$ cat src/rtl/entry_pkg.sv
// Shared definitions for the front-panel value entry sequencer:
// state encoding, BCD limits and the per-state digit-enable pattern.
package entry_pkg;

    localparam int unsigned NIB_W = 4;
    localparam int unsigned BCD_W = 12;
    localparam int unsigned SEG_W = 4;

    localparam logic [NIB_W-1:0] BCD_MAX  = 4'd9;
    localparam logic [SEG_W-1:0] SEG_IDLE = 4'b0111;

    typedef enum logic [1:0] {
        IDLE = 2'd0,
        D0   = 2'd1,
        D1   = 2'd2,
        D2   = 2'd3
    } state_t;

    // Digit under entry shows the blink phase, earlier digits stay lit, later ones dark.
    function automatic logic [SEG_W-1:0] seg_pattern(input state_t st, input logic ph);
        case (st)
            D0:      return {3'b000, ph};
            D1:      return {2'b00, ph, 1'b1};
            D2:      return {1'b0, ph, 2'b11};
            default: return SEG_IDLE;
        endcase
    endfunction

endpackage

$ cat src/rtl/key_debounce.sv
// Enter-key conditioning: 2-flop synchroniser, stability counter and a
// one-cycle press pulse on the debounced 1->0 transition.
module key_debounce #(
    parameter int unsigned DEBOUNCE = 8
) (
    input  logic i_clk,
    input  logic i_rst,
    input  logic i_key_n,
    output logic o_enter
);

    localparam int unsigned CNT_W = (DEBOUNCE > 1) ? $clog2(DEBOUNCE) : 1;
    localparam logic [CNT_W-1:0] CNT_LAST = CNT_W'(DEBOUNCE - 1);

    logic             r_sync1;
    logic             r_sync2;
    logic             r_level;
    logic             r_armed;
    logic             r_enter;
    logic [CNT_W-1:0] r_cnt;
    logic             w_settle;

    assign w_settle = (r_sync2 != r_level) && (r_cnt == CNT_LAST);
    assign o_enter  = r_enter;

    // Presses only count once a released key has been seen after reset,
    // so a key held through reset cannot fire when reset lifts.
    always_ff @(posedge i_clk or posedge i_rst) begin
        if (i_rst) begin
            r_sync1 <= 1'b0;
            r_sync2 <= 1'b0;
            r_level <= 1'b1;
            r_armed <= 1'b0;
            r_enter <= 1'b0;
            r_cnt   <= '0;
        end else begin
            r_sync1 <= i_key_n;
            r_sync2 <= r_sync1;
            if ((r_sync2 == r_level) || w_settle) begin
                r_cnt <= '0;
            end else begin
                r_cnt <= r_cnt + CNT_W'(1);
            end
            if (w_settle) begin
                r_level <= r_sync2;
            end
            if (r_level && r_sync2) begin
                r_armed <= 1'b1;
            end
            r_enter <= w_settle && !r_sync2 && r_armed;
        end
    end

endmodule

$ cat src/rtl/value_entry.sv
// Front-panel value entry: captures ones, tens, hundreds BCD nibbles on
// successive enter presses and strobes out the completed 12-bit value.
module value_entry
    import entry_pkg::*;
#(
    parameter int unsigned DEBOUNCE   = 8,
    parameter int unsigned BLINK_BITS = 4
) (
    input  logic             CLOCK_50,
    input  logic             RESET,
    input  logic             KEY_N,
    input  logic [NIB_W-1:0] SW,
    output logic [1:0]       input_state,
    output logic [BCD_W-1:0] entry_bcd,
    output logic [BCD_W-1:0] value,
    output logic             value_valid,
    output logic             entry_err,
    output logic [SEG_W-1:0] seg_en
);

    logic                  w_enter;
    logic                  w_nib_ok;
    state_t                r_state;
    state_t                w_state_nxt;
    logic [BCD_W-1:0]      r_entry;
    logic [BCD_W-1:0]      w_entry_nxt;
    logic [BCD_W-1:0]      r_value;
    logic [BCD_W-1:0]      w_value_nxt;
    logic                  r_valid;
    logic                  w_valid_nxt;
    logic                  r_err;
    logic                  w_err_nxt;
    logic [BLINK_BITS-1:0] r_blink;
    logic [BLINK_BITS-1:0] w_blink_nxt;
    logic [SEG_W-1:0]      r_seg;

    key_debounce #(
        .DEBOUNCE (DEBOUNCE)
    ) u_key_debounce (
        .i_clk   (CLOCK_50),
        .i_rst   (RESET),
        .i_key_n (KEY_N),
        .o_enter (w_enter)
    );

    assign w_nib_ok    = (SW <= BCD_MAX);
    assign w_blink_nxt = r_blink + BLINK_BITS'(1);

    assign input_state = r_state;
    assign entry_bcd   = r_entry;
    assign value       = r_value;
    assign value_valid = r_valid;
    assign entry_err   = r_err;
    assign seg_en      = r_seg;

    always_ff @(posedge CLOCK_50 or posedge RESET) begin
        if (RESET) begin
            r_state <= IDLE;
        end else begin
            r_state <= w_state_nxt;
        end
    end

    // Next state and capture values; a rejected nibble only raises the error flag.
    always_comb begin
        w_state_nxt = r_state;
        w_entry_nxt = r_entry;
        w_value_nxt = r_value;
        w_valid_nxt = 1'b0;
        w_err_nxt   = r_err;
        if (w_enter) begin
            case (r_state)
                IDLE: begin
                    w_state_nxt = D0;
                    w_entry_nxt = '0;
                    w_err_nxt   = 1'b0;
                end
                D0: begin
                    if (w_nib_ok) begin
                        w_entry_nxt[3:0] = SW;
                        w_err_nxt        = 1'b0;
                        w_state_nxt      = D1;
                    end else begin
                        w_err_nxt = 1'b1;
                    end
                end
                D1: begin
                    if (w_nib_ok) begin
                        w_entry_nxt[7:4] = SW;
                        w_err_nxt        = 1'b0;
                        w_state_nxt      = D2;
                    end else begin
                        w_err_nxt = 1'b1;
                    end
                end
                D2: begin
                    if (w_nib_ok) begin
                        w_entry_nxt[11:8] = SW;
                        w_value_nxt       = {SW, r_entry[7:0]};
                        w_valid_nxt       = 1'b1;
                        w_err_nxt         = 1'b0;
                        w_state_nxt       = IDLE;
                    end else begin
                        w_err_nxt = 1'b1;
                    end
                end
                default: w_state_nxt = IDLE;
            endcase
        end
    end

    // seg_en is built from next-state values so it stays aligned with r_state.
    always_ff @(posedge CLOCK_50 or posedge RESET) begin
        if (RESET) begin
            r_entry <= '0;
            r_value <= '0;
            r_valid <= 1'b0;
            r_err   <= 1'b0;
            r_blink <= '0;
            r_seg   <= SEG_IDLE;
        end else begin
            r_entry <= w_entry_nxt;
            r_value <= w_value_nxt;
            r_valid <= w_valid_nxt;
            r_err   <= w_err_nxt;
            r_blink <= w_blink_nxt;
            r_seg   <= seg_pattern(w_state_nxt, w_blink_nxt[BLINK_BITS-1]);
        end
    end

endmodule

$ cat config.mk
export PLATFORM = sky130hd
export DESIGN_NAME = value_entry
export DESIGN_NICKNAME = d
export VERILOG_FILES = /design/src/rtl/entry_pkg.sv /design/src/rtl/key_debounce.sv /design/src/rtl/value_entry.sv
export SDC_FILE = /design/constraint.sdc
export NUM_CORES = 1
export LEC_CHECK = 0
export ABC_AREA = 1
export BUFFER_PORTS_ARGS = -buffer_cell sky130_fd_sc_hd__clkbuf_2
export CAP_MARGIN = 20
export CORE_AREA = 8 8 66 68
export DETAILED_ROUTE_END_ITERATION = 6
export DIE_AREA = 0 0 74 76
export GPL_TIMING_DRIVEN = 0
export PLACE_DENSITY = 0.78
export SKIP_CTS_REPAIR_TIMING = 1
export SYNTH_ARGS = -nofsm -noshare
export SYNTH_HDL_FRONTEND = slang
export SYNTH_HIERARCHICAL = 1
export SYNTH_SLANG_ARGS = --single-unit
export TNS_END_PERCENT = 10
$ cat constraint.sdc
create_clock -name CLOCK_50 -period 1.84 [get_ports CLOCK_50]
set_input_delay 0.184 -clock CLOCK_50 [delete_from_list [all_inputs] [get_ports CLOCK_50]]
set_output_delay 0.184 -clock CLOCK_50 [all_outputs]
set_load 0.03 [all_outputs]
### Yosys cells after proc, flatten, opt, wreduce, memory -nomap -nowiden

Index checks and enable logic that the tools add are counted.

| cells by class | value |
|---|---|
| add/sub/neg operators | 2 |
| $lt $le $gt $ge | 1 |
| equal/unequal tests | 12 |
| multiplexer cells | 16 |
| reduce and logical (&&, ||, !) cells | 15 |

Operators by type and width:

| cell | count |
|---|---|
| one-hot mux 4 bit (2 select lines) | 3 |
| AND reduction 3 bit | 4 |
| one-hot mux 3 bit (3 select lines) | 1 |
| equality test 2 bit, second input constant | 4 |
| 2-to-1 mux 2 bit | 4 |
| one-hot mux 2 bit (4 select lines) | 1 |
| != test 2 bit, second input constant | 3 |
| nonzero test 2 bit | 3 |
| adder 4 x 1 -> 4 bit, second input constant | 1 |
| equality test 2 x 1 -> 1 bit, second input constant | 2 |
| <= comparator 4 bit, second input constant | 1 |
| logical AND 1 bit | 4 |
| 2-to-1 mux 1 bit | 4 |
| 2-to-1 mux 4 bit | 1 |
| adder 3 x 1 -> 3 bit, second input constant | 1 |
| equality test 3 bit, second input constant | 1 |
| 2-to-1 mux 3 bit | 1 |
| OR reduction 3 bit | 1 |
| zero test 2 bit | 1 |
| one-hot mux 1 bit (2 select lines) | 1 |
| equality test 1 bit | 1 |
| zero test 1 bit | 1 |
| logical OR 1 bit | 1 |
| != test 1 bit | 1 |

| word-level totals | value |
|---|---|
| bits in registers | 44 |
| bits of input ports | 7 |
| output and inout bits | 32 |
| word-level logic and storage cells | 61 |

### Longest topological paths before layout

Gate-level depths: netlist of run 1.

| depth | value |
|---|---|
| depth after elaboration | 6 |
| gate-level depth with buffers | 8 |
| mapped depth without buffers | 8 |

### By module

The synthesis of run 1 kept the hierarchy.

Modules (own cells, without submodules):

| module | times used | cells each | area each (sq um) | seq. area each (sq um) |
|---|---|---|---|---|
| value_entry | 1 | 137 | 1425.1 | 879.6 |
| key_debounce | 1 | 28 | 307.8 | 201.4 |

### Worst setup path after synthesis of run 1

OpenSTA, ideal clock, no wires.

| timing | value |
|---|---|
| path kind | reg2reg |
| from | register r_state[0], in the netlist input_state[0] |
| to | register r_value[0], in the netlist value[0] |
| library setup time | 0.119 ns |
| arrival | 1.150 ns |
| data required time | 1.721 ns |
| slack | 0.572 ns |
| cell stages (with the launch flop) | 5 |
| path buffers | 1 |
| clock period less this slack | 1.268 ns |
| cell sequence | dfrtp_1 nand4_4 buf_6 nand2_1 o21ai_2 |

| on the way | value |
|---|---|
| cells in the longest elaborated chain, start to end | 2 |

Ends and longest elaborated chain:

| what | line | text |
|---|---|---|
| start: declaration | value_entry.sv:23 | `state_t r_state;` |
| start signal: assignment | value_entry.sv:60 | `r_state <= w_state_nxt;` |
| equality test 2 bit | value_entry.sv:72 | `case (r_state)` |
| AND reduction 3 bit (no source line) | -- |  |
| end signal: assignment | value_entry.sv:123 | `r_value <= w_value_nxt;` |
| end: declaration | value_entry.sv:27 | `logic [BCD_W-1:0] r_value;` |

Every way passes these cells.
A chain may end at the register's enable or synchronous reset.

### Final worst setup path of run 1

| timing | value |
|---|---|
| from | register r_state[0], in the netlist input_state[0] |
| to | output input_state[0] |

RTL lines:

| what | line | text |
|---|---|---|
| end: declaration | value_entry.sv:13 | `output logic [1:0] input_state,` |

No word-level cell between the ends.

==> results of run 1 <==
==> worst min-delay path, cell delays in order <==
cell and delay (ns):
sky130_fd_sc_hd__clkbuf_2 0.11, sky130_fd_sc_hd__inv_1 0.05, sky130_fd_sc_hd__o22ai_1 0.07
==> sequential cells by signal (all words and copies together) (netlist names) <==
| name | flops |
|---|---|
| r_blink | 4 |
| u_key_debounce/r_level | 1 |
| entry_bcd | 12 |
| u_key_debounce/r_armed | 1 |
| u_key_debounce/r_sync2 | 1 |
| entry_err | 1 |
| value_valid | 1 |
| seg_en | 3 |
| u_key_debounce/r_sync1 | 1 |
| value | 12 |
| input_state | 2 |
| u_key_debounce/o_enter | 1 |
| u_key_debounce/r_cnt | 3 |
==> per-layer routing <==
layer  GRT usage  wire length [um]  share of wire  vias up
met5           0                 0              0        -
met4      0.0540                66          0.020        0
met3      0.0474               297          0.090        8
met2       0.212              1600           0.48       35
met1       0.144              1350           0.41      586
li1            -                 -              -      615
==> synthesized netlist by cell type (2+ instances only) <==
master / n / share of area
sky130_fd_sc_hd__ha_1: 4 / 0.029
sky130_fd_sc_hd__dfrtp_1: 39 / 0.56
sky130_fd_sc_hd__inv_1: 21 / 0.045
sky130_fd_sc_hd__dfstp_2: 4 / 0.061
sky130_fd_sc_hd__o21ai_2: 8 / 0.040
sky130_fd_sc_hd__nand2_2: 2 / 0.0072
sky130_fd_sc_hd__nand2_1: 35 / 0.076
sky130_fd_sc_hd__nand3_1: 16 / 0.046
sky130_fd_sc_hd__nor2_1: 6 / 0.013
sky130_fd_sc_hd__o22ai_1: 4 / 0.014
sky130_fd_sc_hd__buf_6: 2 / 0.013
sky130_fd_sc_hd__o21ai_1: 7 / 0.020
sky130_fd_sc_hd__inv_2: 6 / 0.013
==> worst paths after layout <==
check | endpoint | depth (start not counted) | from | slack (ns)
min | entry_bcd[0] | 3 | SW[0] | 0.10
max | input_state[0] | 1 | input_state[0] | 0.48
max in group asynchronous | value[5] | 4 | RESET | 0.91
min in group asynchronous | u_key_debounce/r_cnt[1] | 3 | RESET | 0.31
min reg2reg | u_key_debounce/r_sync2 | 0 | u_key_debounce/r_sync1 | 0.36
max reg2reg | entry_bcd[3] | 4 | input_state[0] | 0.55
==> cells by family (layout without fill, tap and decap cells) <==
group,after synthesis,after routing
simple gates,63,63
flops,43,43
fa+ha+maj,4,4
buf+inv,31,79
other cells,1,1
xor+xnor,2,2
compound gates,21,21
==> per-stage QoR <==
| step | hold slack, ns | util | power, W |
|---|---|---|---|
| finish | 0.101 | 0.603 | 0.00160 |
| global route | 0.0799 | 0.603 | 0.00169 |
| CTS | -0.246 | 0.597 | 0.00162 |
| detailed placement | 0.138 | 0.583 | 0.00119 |
| global placement | 0.127 | 0.575 | 0.00118 |
| floorplan | -0.00106 | - | 0.00114 |
==> placed cells by master, fill, tap and decap left out, types with 2 or more instances in the layout <==
| cell type | count |
|---|---|
| sky130_fd_sc_hd__clkbuf_2 | 37 |
| sky130_fd_sc_hd__dlygate4sd3_1 | 2 |
| sky130_fd_sc_hd__nor2_1 | 6 |
| sky130_fd_sc_hd__inv_2 | 6 |
| sky130_fd_sc_hd__dfstp_2 | 4 |
| sky130_fd_sc_hd__nand3_1 | 16 |
| sky130_fd_sc_hd__dfrtp_1 | 39 |
| sky130_fd_sc_hd__o21ai_1 | 7 |
| sky130_fd_sc_hd__buf_6 | 2 |
| sky130_fd_sc_hd__clkbuf_4 | 5 |
| sky130_fd_sc_hd__ha_1 | 4 |
| sky130_fd_sc_hd__nand2_1 | 35 |
| sky130_fd_sc_hd__inv_1 | 21 |
| sky130_fd_sc_hd__o21ai_2 | 8 |
| sky130_fd_sc_hd__nand2_2 | 2 |
| sky130_fd_sc_hd__o22ai_1 | 4 |
| sky130_fd_sc_hd__clkbuf_1 | 3 |
==> power by group through the flow <==
stage / combinational, W / clock (W) / sequential [W]
2_1_floorplan: 0.0000906 / 0 / 0.00105
3_3_place_gp: 0.000142 / 0 / 0.00103
3_5_place_dp: 0.000153 / 0 / 0.00104
4_1_cts: 0.000155 / 0.000444 / 0.00102
5_1_grt: 0.000184 / 0.000484 / 0.00102
6_report: 0.000156 / 0.000430 / 0.00102
==> area by class of cell <==
type / count / area [sq um] / area share
Multi-Input combinational cell: 91 / 515 / 0.248
Timing Repair Buffer: 40 / 233 / 0.112
Clock buffer: 8 / 48.8 / 0.0235
Tap cell: 48 / 60.1 / 0.0290
Buffer: 4 / 35.0 / 0.0169
Inverter: 27 / 101 / 0.0489
Sequential cell: 43 / 1080 / 0.521
==> impl.org, run 1 <==
** Clock network
- Number of H-tree levels :: 2
- Number of buffers on the longest clock path :: 2
- Clock latency on the worst-skew pair, taken at its later pin, is 0.34 ns.
- Clock buffers created by TritonCTS :: 5
- In this run the clock root is driven by a sky130_fd_sc_hd__clkbuf_4.
- After clock tree synthesis, the clock-pin slew on the worst setup and hold paths is 0.12 ns.
- The tree built by TritonCTS fans out to 43 sinks.
- Clock tree from TritonCTS :: done

** STA
- Worst Slack Setup Final :: 0.475 ns
- Setup repair after global routing left no endpoint under its margin.
- Timing would allow up to 733 MHz.
- Worst-margin pin slew :: 0.576 ns
- Setup TNS :: 0 ns
- The final hold violation count came to 0.
- Fin Clk Skew :: 0.00943 ns
- Setup violations remaining at the end of the flow were counted as 0.
- The count of pins over their slew limit came to 0.
- Of the available clock period, the critical path in the final layout requires 0.742.
- The smallest clock period supported by the final layout is computed as 1.36 ns.
- Rel. slew slack :: 0.615

** Yosys
- Counting flops with a built-in enable in the synthesized netlist gives 0.
- Count of mapped cells out of synthesis :: 165
- Number of nets in the synthesized netlist :: 176
- Of the total synthesized cell area, the portion taken by XOR and XNOR cells is 0.0101.
- Post-synthesis instance area :: 1730 sq um
- Number of unique standard cell types used by synthesis :: 24
- Post-synthesis share of cell area spent on full adders, half adders and majority gates :: 0.0289
- Counting flops and latches in the post-synthesis netlist gives 43.
- Synthesized-area fraction occupied by and/or/nand/nor cells :: 0.169
- Top_reg_cell synth :: sky130_fd_sc_hd__dfrtp_1
- By area, the combinational part of the netlist is dominated by simple AND/OR/NAND/NOR gates.
- For this run, the register share of the synthesized area comes to 0.624.
- For this run, asynchronously set or reset flops after synthesis account for 1.00.
- Yosys printed 6 warnings.
- After synthesis, the share of cell area in mux cells is 0.
- Synth Area per Inst :: 10.5 sq um
- The compound-cell area share of the yosys netlist is 0.0874.

** Worst setup path
- Crit-path max cell delay :: 0.55 ns
- The worst setup path is launched from a register.
- Worst Path Buf+Inv :: 1
- Critical-path maximum fanout :: 8
- Path type of the worst setup path :: register to primary output
- The critical path goes through clkbuf_2.
- Arrival time at the worst endpoint :: 1.18 ns
- The kind of cell with the highest combined delay along the critical path is flip-flops.
- Slowest cell on the critical path :: sky130_fd_sc_hd__dfrtp_1
- Setup crit end kind :: primary output
- At the worst endpoint, the required time is 1.66 ns.

** Global route
- Total routing usage reported by global routing :: 0.129
- Entering global routing, the biggest net connects 24 pins.
- Wire length of the first global-routing pass :: 5650 um
- The initial antenna violation count is 0.
- The via count of the first global-routing pass was 1266.
- For this run the aggregate overflow at the end of global routing stands at 0.

** Routing
- Routed len/inst :: 12.7 um
- For this run, design rule violations remaining after detail routing come to 0.
- After the first detailed-routing iteration, the DRC count stood at 60.
- Remaining antenna violation count after routing :: 0
- Via-to-Cell Ratio :: 4.77
- Pre-Repair DR Iteration Count :: 4
- The detailed router placed 1244 vias in this run.
- Total routed wirelength :: 3310 um

** Pwr
- Of the total power, the share spent switching nets is 0.250.
- For this design the total switching power over the nets is 0.000401 W.
- Power density relative to cell area :: 774 nW/um^2
- Static leakage power :: 1.16 nW
- The share of total power dissipated in the clock network is 0.268.
- The share of total power dissipated in sequential elements is 0.635.
- The share of total power dissipated in combinational logic is 0.098.
- Largest voltage drop on the vdd net :: 0.000571 V
- Internal power comes to 0.00120 W.

** Floorplan
- For this configuration, the core starts out at a cell density of 0.504.
- The floorplan step defined a die boundary enclosing 5620 sq um.
- In this run the core area contains 22 standard-cell rows.
- Pin placement for this block handled 39 I/O pins.
- In this run the vertical extent of the chip is 76 um.
- The die is 74 um wide.
- Core area :: 3440 sq um

** Placed design
- Worst setup timing slack at the placement stage :: 0.570 ns
- The placed instances occupy a cell area of 2010 sq um.
- Counting tap cells, the placed design contains a total of 251 instances.
- Number of I/O port buffers :: 37
- Placer Congestion :: 0.759
- Once detailed placement completed, the half-perimeter wirelength came to 2600 um.

** Job
- Max-cap violations in this run came to 0.

** Cells and area
- Number of fill cells :: 302
- Area added between synthesis and finish :: 19.7%
- Non-filler instance count after layout :: 261
- Diode count :: 0
- Of the cells placed in the final design, the portion with a size suffix greater than 1 is 0.329.
- Final design instance area without fill :: 2070 sq um
- Final net count :: 223

** Run status
- Result of the run :: finished, final reports clean

** Min path
- The worst hold path belongs to the class input pin to register.
Power figures use the tool's default switching activity.
==> run 2: changes to the inputs <==
CORE_AREA = 8 8 70 72   (was 8 8 66 68)
DIE_AREA = 0 0 78 80   (was 0 0 74 76)
PLACE_DENSITY = 0.72   (was 0.78)
clock period = 1.2 ns   (was 1.84 ns; I/O delays follow)
==> run 2 against run 1 <==
Effect of this change: design area up 3.3%; critical path depth unchanged; sequential power grew 53%; die area increased by 11%; non-clock buffer count is the same; via count decreased by 1.5%; global-route usage shrank 1.4 points; sequential share of layout area shrank 1.5 points; combinational power up 50%; wire length is 0.73% lower; cell count rose by 0.77%; setup slack worse by 0.41 ns.
==> impl.org, run 2 (synthesized netlist as in run 1, its figures left out) <==
** Floorplan
- Std cell rows :: 23 (was 22)
- The number of top-level pins came to 39 (unchanged).
- Die area :: 6240 sq um (was 5620 sq um)
- Initial cell density of the core :: 0.449 (was 0.504)
- The die extent in y is 80 um (was 76 um).
- The die width came to 78 um (was 74 um).
- Core area :: 3860 sq um (was 3440 sq um)

** Pwr
- Largest voltage drop on the vdd net :: 0.000698 V (was 0.000571 V)
- Post-layout power :: 0.00278 W (was 0.00160 W)
- Switching power summed over all nets :: 0.000645 W (was 0.000401 W)
- Power share of the sequential group :: 0.560 (was 0.635)
- The power density normalized to cell area is 1300 nW/um^2 (was 774 nW/um^2).
- Switching fraction of total power :: 0.232 (was 0.250)
- Fraction of power consumed by the clock network :: 0.355 (was 0.268)
- Fraction of power consumed by combinational cells :: 0.084 (was 0.098)
- Internal power contribution :: 0.00214 W (was 0.00120 W)
- The reported leakage power was 1.18 nW (was 1.16 nW).

** Placed design
- The estimated wirelength of the detail-placed design came to 2580 um (was 2600 um).
- The count of placed standard cells including taps is 253 (was 251).
- Placer Congestion :: 0.725 (was 0.759)
- Worst setup timing slack at the placement stage :: -0.0345 ns (was 0.570 ns)
- The number of buffer cells added on primary ports was 37 (unchanged).

** Cells and area
- The fraction of layout instances using a drive strength above 1 is 0.357 (was 0.329).
- The area growth from synthesis to final layout is 23.6% (was 19.7%).
- The non-filler instance count after layout was 263 (was 261).
- Diode count :: 0 (unchanged)
- Most frequent cells in the layout :: sky130_fd_sc_hd__dfrtp_1, sky130_fd_sc_hd__clkbuf_2, sky130_fd_sc_hd__nand2_1 (unchanged)
- Final net count :: 223 (unchanged)

** STA
- Peak Freq :: 882 MHz
- The setup TNS after final layout was 0 ns (unchanged).
- Fin Clk Skew :: 0.00627 ns (was 0.00943 ns)
- Subtracting the final worst setup slack from the clock period gives 1.13 ns.
- Slew Limit Fails :: 0 (unchanged)
- Worst-case hold slack :: 0.107 ns (was 0.101 ns)
- The worst path setup slack after routing was 0.0659 ns (was 0.475 ns).
- In the finished design, the share of the clock period the worst path needs comes to 0.945.
- RSZ-0062 raised after global routing: true (was false).
- Setup-failing EPs final :: 0 (unchanged)
- The slew at the pin closest to its max-slew limit came to 0.692 ns (was 0.576 ns).
- The final hold violation count came to 0 (unchanged).
- The headroom to the max-slew limit came to 0.538 (was 0.615).

** Global route
- The overall routing resource usage came to 0.115 (was 0.129).
- The maximum number of pins on one net before global-route repair came to 21 (was 24).
- The wire length of the first global-routing pass came to 5780 um (was 5650 um).
- The initial antenna violation count is 0 (unchanged).
- Final global-route overflow total :: 0 (unchanged)
- Number of global-route vias before repair :: 1266 (unchanged)

** Clock network
- The deepest clock path buffer count is 2 (unchanged).
- Clock buffers created by TritonCTS :: 5 (unchanged)
- Clock tree from TritonCTS :: done (unchanged)
- Number of H-tree levels :: 2 (unchanged)
- The clock transition at the registers of the reported paths was 0.08 ns (was 0.12 ns).
- The cell chosen for the clock root is sky130_fd_sc_hd__clkbuf_8 (was sky130_fd_sc_hd__clkbuf_4).
- Insertion delay to the later sink of the worst-skew pair :: 0.29 ns (was 0.34 ns)
- The number of sinks on the clock net was 43 (unchanged).

** Worst setup path
- Cell Chain, Critical Path :: clkbuf_2 (unchanged)
- Required time reported for the critical path endpoint :: 1.08 ns (was 1.66 ns)
- Critical register-to-register path startpoint :: input_state[1] (was input_state[0])
- The number of buffers and inverters on the critical path was 1 (unchanged).
- Depth of the worst register-to-register path :: 5 (was 4)
- The reg-to-reg critical path endpoint was seg_en[1] (was entry_bcd[3]).
- Path type of the worst setup path :: register to primary output (unchanged)
- FF-to-FF setup slack :: 0.07 ns (was 0.55 ns)
- Arrival time at the worst endpoint :: 1.01 ns (was 1.18 ns)
- Slowest cell on the critical path :: sky130_fd_sc_hd__dfstp_2 (was sky130_fd_sc_hd__dfrtp_1)
- The startpoint type of the worst setup path is a register (unchanged).
- The top fanout value on the critical path is 1 (was 8).
- Crit-path max cell delay :: 0.53 ns (was 0.55 ns)
- The sort of element at the end of the critical path is a primary output (unchanged).
- CP delay by family, top :: flip-flops (unchanged)

** Routing
- Total number of vias :: 1225 (was 1244)
- Via-to-Cell Ratio :: 4.66 (was 4.77)
- Pre-Repair DR Iteration Count :: 4 (unchanged)
- 1st-iter DRT viols :: 68 (was 60)
- DRC :: 0 (unchanged)
- Remaining antenna violation count after routing :: 0 (unchanged)
- Total routed wirelength :: 3280 um (was 3310 um)
- Routed len/inst :: 12.5 um (was 12.7 um)

** Min path
- Hold EP :: value[8] (was entry_bcd[0])
- The worst min-delay path startpoint was SW[0] (unchanged).
- Min-Delay Path Depth :: 3 (unchanged)
- Class of the worst hold path :: input pin to register (unchanged)

** Run status
- Result of the run: finished, final reports clean (unchanged).

** Job
- Number of max-capacitance violations reported :: 0 (unchanged)
-- run 2: cell types whose count changed in the layout (fill, tap and decap cells not counted), sizes merged --
| cell | change |
|---|---|
| clkbuf | +1 |
| buf | -1 |
-- run 2: power by group through the flow --
| stage | registers, W | clock network, W | logic, W |
|---|---|---|---|
| 2_1_floorplan | 0.00160 | 0 | 0.000139 |
| 3_3_place_gp | 0.00159 | 0 | 0.000217 |
| 3_5_place_dp | 0.00159 | 0 | 0.000234 |
| 4_1_cts | 0.00156 | 0.00102 | 0.000235 |
| 5_1_grt | 0.00157 | 0.00108 | 0.000286 |
| 6_report | 0.00156 | 0.000989 | 0.000234 |
-- run 2: worst max-delay path by stage --
stage	depth (start not counted)	end	startpoint	slack (ns)
4_1_cts	4	entry_bcd[3]	input_state[1]	-0.05
3_3_place_gp	2	input_state[1]	RESET	-0.25
5_1_grt	7	entry_bcd[6]	u_key_debounce/o_enter	-0.02
2_1_floorplan	4	entry_bcd[0]	input_state[1]	0.08
3_5_place_dp	4	entry_bcd[2]	input_state[1]	-0.03
6_report	1	seg_en[2]	seg_en[2]	0.07
-- run 2: final cells by class --
cell class	instances	area, sq um
inverters	27	101
clock buffers	8	100
fillers	361	1710
flip-flops and latches	43	1080
plain buffers	4	37.5
well taps	50	62.6
repair buffers	40	233
multi-input cells	91	524
-- run 2: routing by layer --
| metal | GRT usage | part of all wire | vias up |
|---|---|---|---|
| met5 | 0 | 0 | - |
| met4 | 0.0444 | 0.0070 | 0 |
| met1 | 0.127 | 0.40 | 573 |
| li1 | - | - | 614 |
| met2 | 0.190 | 0.51 | 34 |
| met3 | 0.0507 | 0.083 | 4 |
-- run 2: through the flow --
step / utilization / area, sq um
floorplan: - / 1740
global placement: 0.514 / 1980
detailed placement: 0.521 / 2010
CTS: 0.547 / 2110
global route: 0.555 / 2140
finish: 0.555 / 2140
